### config.mk
export PLATFORM = sky130hd
export DESIGN_NAME = shift_right_serial
export DESIGN_NICKNAME = d
export VERILOG_FILES = /design/src/rtl/shift_right_serial.sv
export SDC_FILE = /design/constraint.sdc
export NUM_CORES = 1
export LEC_CHECK = 0
export CAP_MARGIN = 20
export CORE_MARGIN = 2
export CORE_UTILIZATION = 45
export CTS_CLUSTER_DIAMETER = 200
export DETAILED_ROUTE_END_ITERATION = 6
export PLACE_DENSITY = 0.68
export SKIP_CTS_REPAIR_TIMING = 1
export SYNTH_ARGS = -nofsm -noshare
export SYNTH_HDL_FRONTEND = slang
export SYNTH_SLANG_ARGS = --single-unit
### constraint.sdc
create_clock -name clk -period 2 [get_ports clk]
set_clock_uncertainty 0.05 [all_clocks]
set_input_delay 0.4 -clock clk [delete_from_list [all_inputs] [get_ports clk]]
set_output_delay 0.4 -clock clk [all_outputs]
set_load 0.02 [all_outputs]
### src/rtl/shift_right_serial.sv
`default_nettype none
// ============================================================================
// Module   : shift_right_serial
// Function : Multi-cycle SRL/SRA unit resolving one binary shift stage per
//            clock (largest first), valid/ready handshake on both sides.
//            Optional macro SHIFT_RIGHT_ZERO_BYPASS_EN: shift_amt=0 skips
//            the SHIFT pass and completes in one cycle.
// Revision : 1.0 - initial release
// ============================================================================
module shift_right_serial #(
    parameter int DATA_W  = 32,
    parameter int SHAMT_W = $clog2(DATA_W)
) (
    input  logic               clk,
    input  logic               rst_n,
    input  logic               in_valid,
    output logic               in_ready,
    input  logic [DATA_W-1:0]  data_in,
    input  logic [SHAMT_W-1:0] shift_amt,
    input  logic               arith,
    output logic               out_valid,
    input  logic               out_ready,
    output logic [DATA_W-1:0]  data_out
);

    localparam logic [1:0] c_IDLE  = 2'd0;
    localparam logic [1:0] c_SHIFT = 2'd1;
    localparam logic [1:0] c_DONE  = 2'd2;

    logic [1:0]         r_state;
    logic [1:0]         w_state_next;
    logic [DATA_W-1:0]  r_work;
    logic [SHAMT_W-1:0] r_amt;
    logic [SHAMT_W-1:0] r_cnt;
    logic               r_fill;
    logic [DATA_W-1:0]  r_data_out;
    logic [DATA_W-1:0]  w_work_next;
    logic               w_accept;
    logic [DATA_W-1:0]  w_stage_res [SHAMT_W];

    assign w_accept = (r_state == c_IDLE) && in_valid;

    // Each stage k is a fixed shift by 2^k with the captured fill bit.
    for (genvar k = 0; k < SHAMT_W; k++) begin : g_stage
        localparam int STEP = 1 << k;
        assign w_stage_res[k] = {{STEP{r_fill}}, r_work[DATA_W-1:STEP]};
    end

    always_comb begin
        w_work_next = r_work;
        for (int k = 0; k < SHAMT_W; k++) begin
            if ((r_cnt == SHAMT_W'(k)) && r_amt[k]) begin
                w_work_next = w_stage_res[k];
            end
        end
    end

    always_ff @(posedge clk or negedge rst_n) begin
        if (!rst_n) begin
            r_state <= c_IDLE;
        end else begin
            r_state <= w_state_next;
        end
    end

    always_comb begin
        w_state_next = r_state;
        case (r_state)
            c_IDLE: begin
                if (in_valid) begin
`ifdef SHIFT_RIGHT_ZERO_BYPASS_EN
                    w_state_next = (shift_amt == '0) ? c_DONE : c_SHIFT;
`else
                    w_state_next = c_SHIFT;
`endif
                end
            end
            c_SHIFT: begin
                if (r_cnt == '0) begin
                    w_state_next = c_DONE;
                end
            end
            c_DONE: begin
                if (out_ready) begin
                    w_state_next = c_IDLE;
                end
            end
            default: w_state_next = c_IDLE;
        endcase
    end

    always_comb begin
        in_ready  = (r_state == c_IDLE);
        out_valid = (r_state == c_DONE);
    end

    always_ff @(posedge clk or negedge rst_n) begin
        if (!rst_n) begin
            r_work     <= '0;
            r_amt      <= '0;
            r_cnt      <= '0;
            r_fill     <= 1'b0;
            r_data_out <= '0;
        end else if (w_accept) begin
            r_work <= data_in;
            r_amt  <= shift_amt;
            r_fill <= arith & data_in[DATA_W-1];
            r_cnt  <= SHAMT_W'(SHAMT_W - 1);
`ifdef SHIFT_RIGHT_ZERO_BYPASS_EN
            if (shift_amt == '0) begin
                r_data_out <= data_in;
            end
`endif
        end else if (r_state == c_SHIFT) begin
            r_work <= w_work_next;
            r_cnt  <= r_cnt - 1'b1;
            // Stage 0 is the final one: publish the result on the same edge.
            if (r_cnt == '0) begin
                r_data_out <= w_work_next;
            end
        end
    end

    assign data_out = r_data_out;

endmodule
`default_nettype wire

==> results.json <==
{
  "endpoint_kind": "flop",
  "dp_cells": 840,
  "multiInputGateArea_mm2": 0.00325,
  "async_reset_ff_share_pct": 100,
  "setup.worst_path.start": "r_cnt[1]$_DFFE_PN0P_",
  "fin_nets": 781,
  "worst_slack_ns": -0.135,
  "cts.clk_slew.worst_paths_ns": 0.09,
  "synth_edf_count": 0,
  "synth.area.top_cells": "dfrtp_1, o21ai_0, and3_1",
  "die_h_um": 109,
  "ios": 76,
  "violations": "negative setup slack",
  "clockRootBuffer": "clkbuf_8",
  "drt-vias-per-instance": 6.56,
  "ir_drop_mv": 0.917,
  "fin_tns_setup_ns": -0.474,
  "seq_area_frac_synth_pct": 38.5,
  "htreeDepth": 3,
  "overflow": 0,
  "synth.most_common_cell": "dfrtp_1",
  "drv_slew": 0,
  "dp_hpwl_um": 12700,
  "syn-cell-area_mm2": 0.00500,
  "relSlewSlack_pct": 64.5,
  "synthDistinctLibCells": 49,
  "grt_pass1_vias": 5132,
  "ys.flop_type": "dfrtp_1",
  "rows": 38,
  "path_max_fanout": 5,
  "dr.pass1.iters": 5,
  "rsz0062_at_grt": "yes",
  "setup_violations": 9,
  "antennaDiodeCount": 0,
  "fillers": 890,
  "routed_wl_um": 19600,
  "p_leak_nw": 3.13,
  "drt-initial-drc-count": 594,
  "cts_sinks": 77,
  "start_util_pct": 46.1,
  "antenna_found_initial": 0,
  "io_buffers": 75,
  "cts_tree": "yes",
  "grt.total_usage_pct": 31.3,
  "max_freq_mhz": 468,
  "synth_common_cells": "dfrtp_1, o21ai_0, a21oi_1",
  "post-route-min-period_ns": 2.14,
  "synth_top_cell_area_share_pct": 38.5,
  "grt_max_degree": 46,
  "clock_path_buffers": 2,
  "arrival_ns": 2.34,
  "hold_violations": 0,
  "regToRegSetupSlack_ns": -0.14,
  "post-route-period-util_pct": 107,
  "clock_latency_ns": 0.39,
  "ant_nets": 0,
  "drc": 0,
  "syn2layout_area_growth_pct": 46.7,
  "vias": 5759,
  "design.die.area_mm2": 0.0120,
  "cp-endpoint": "data_out[31]$_DFFE_PN0P_",
  "tightest_slew_ns": 0.533,
  "power_w": 0.0117,
  "yosysTopAreaCell": "dfrtp_1",
  "syn_inst": 610,
  "cts_made_buffers": 9,
  "synth.avg_cell_area_um2": 8.20,
  "wire_per_inst_um": 22.3,
  "die_w_um": 109,
  "hold_path_class": "primary input to async pin",
  "syn_nets": 657,
  "drv_cap": 0,
  "criticalPathCategory": "flop to flop",
  "status": "finished, violations left",
  "layout-drive-gt1-share_pct": 27.5,
  "post_layout_nonfiller_instances": 878,
  "seq_area_mm2": 0.00193,
  "worstReg2RegStart": "r_cnt[1]$_DFFE_PN0P_",
  "dpl_worst_slack_ns": -0.180,
  "ys_warn_count": 0,
  "routabilityCongestion": 0.938,
  "grt_pass1_wl_um": 28600,
  "worstSetupStartpointType": "flop",
  "timing.rr.end": "data_out[31]$_DFFE_PN0P_",
  "reg2reg_depth": 9,
  "ys_ff_latch": 77,
  "fp.coreArea_mm2": 0.0108,
  "required_ns": 2.20,
  "cellPowerDensity_mw_per_mm2": 1590
}
==> cell usage in the layout (no fill, tap or decap), types with 4 or more instances in the layout <==
| master | synthesis | routed |
|---|---|---|
| a211o_1 | 12 | 12 |
| a211oi_2 | 0 | 9 |
| a21oi_1 | 57 | 52 |
| a21oi_2 | 0 | 5 |
| a221oi_1 | 21 | 9 |
| a221oi_2 | 0 | 11 |
| a22oi_2 | 0 | 6 |
| a31oi_1 | 11 | 11 |
| and2_1 | 8 | 6 |
| and3_1 | 46 | 45 |
| buf_12 | 0 | 5 |
| buf_4 | 3 | 64 |
| buf_6 | 1 | 29 |
| clkbuf_16 | 0 | 4 |
| clkbuf_8 | 0 | 10 |
| clkdlybuf4s50_1 | 0 | 72 |
| dfrtp_1 | 77 | 77 |
| nand2_1 | 50 | 46 |
| nand3_1 | 18 | 17 |
| nor2_1 | 41 | 36 |
| nor2_2 | 1 | 5 |
| nor3_1 | 13 | 4 |
| nor3_2 | 1 | 8 |
| o211ai_1 | 17 | 17 |
| o21ai_0 | 74 | 37 |
| o21ai_1 | 0 | 31 |
| o21ai_2 | 0 | 6 |
| o221ai_2 | 0 | 4 |
| o311a_1 | 5 | 5 |
| o31a_1 | 8 | 8 |
==> how the worst min path moves through the flow <==
stage / startpoint / end / slack (ns) / cells past startpoint
after floorplan: rst_n / data_out[0]$_DFFE_PN0P_ / 0.05 / 0
final: rst_n / r_work[30]$_DFFE_PN0P_ / 0.44 / 2
after detailed placement: rst_n / data_out[26]$_DFFE_PN0P_ / 0.30 / 1
after global routing: rst_n / data_out[26]$_DFFE_PN0P_ / 0.48 / 2
after CTS: rst_n / r_work[30]$_DFFE_PN0P_ / -0.10 / 1
after global placement: rst_n / r_work[26]$_DFFE_PN0P_ / 0.31 / 1
==> critical path, stage by stage, from the launching register on <==
cell     delay [ns]
dfrtp_1        0.44
buf_6          0.15
ha_4           0.16
a22oi_2        0.21
o22ai_2        0.11
buf_6          0.15
buf_12         0.12
nor3_4         0.14
mux2i_2        0.37
a21oi_1        0.10
==> flip-flops by register name, summed over array words and instances, names as in the netlist <==
signal / flops
data_out: 32
r_cnt: 5
r_state: 2
r_fill: 1
r_amt: 5
r_work: 32
==> area by class of cell <==
| cell class | count | share of cell area [%] |
|---|---|---|
| clock buffers | 13 | 2.03 |
| flip-flops and latches | 77 | 26.3 |
| well taps | 140 | 2.39 |
| inverters | 5 | 0.256 |
| multi-input cells | 461 | 44.3 |
| repair buffers | 180 | 24.6 |
| clock inverters | 2 | 0.136 |
==> report_power, final <==
group          internal [W]  leakage, nW  switching [W]
logic               0.00335         2.12        0.00366
registers           0.00233        0.931        0.00124
clock network      0.000476       0.0833       0.000604
total               0.00615         3.13        0.00551
==> cells by family after synthesis <==
family | count (synthesis) | synth area share, %
simple gates | 195 | 19.6
compound gates | 258 | 34.0
buf+inv | 72 | 6.03
flops | 77 | 38.5
xor+xnor | 1 | 0.175
mux | 2 | 0.425
fa+ha+maj | 5 | 1.25
==> metal layers <==
| layer | wire (um) | part of all wire, % | up-vias | track usage [%] |
|---|---|---|---|---|
| met5 | 0 | 0 | - | 0 |
| met4 | 704 | 3.6 | 0 | 13.8 |
| met3 | 1840 | 9.4 | 62 | 5.04 |
| met2 | 9060 | 46 | 342 | 47.0 |
| met1 | 7990 | 41 | 2801 | 44.6 |
| li1 | - | - | 2554 | - |
==> per-stage QoR <==
step	area, um^2	util, %	hold slack [ns]
2_1_floorplan	5010	-	0.0544
3_3_place_gp	6300	58.1	0.307
3_5_place_dp	6300	58.1	0.305
4_1_cts	6460	59.6	-0.102
5_1_grt	7340	67.7	0.477
6_report	7340	67.7	0.436
Note: power is estimated with default switching activity, not from simulation.
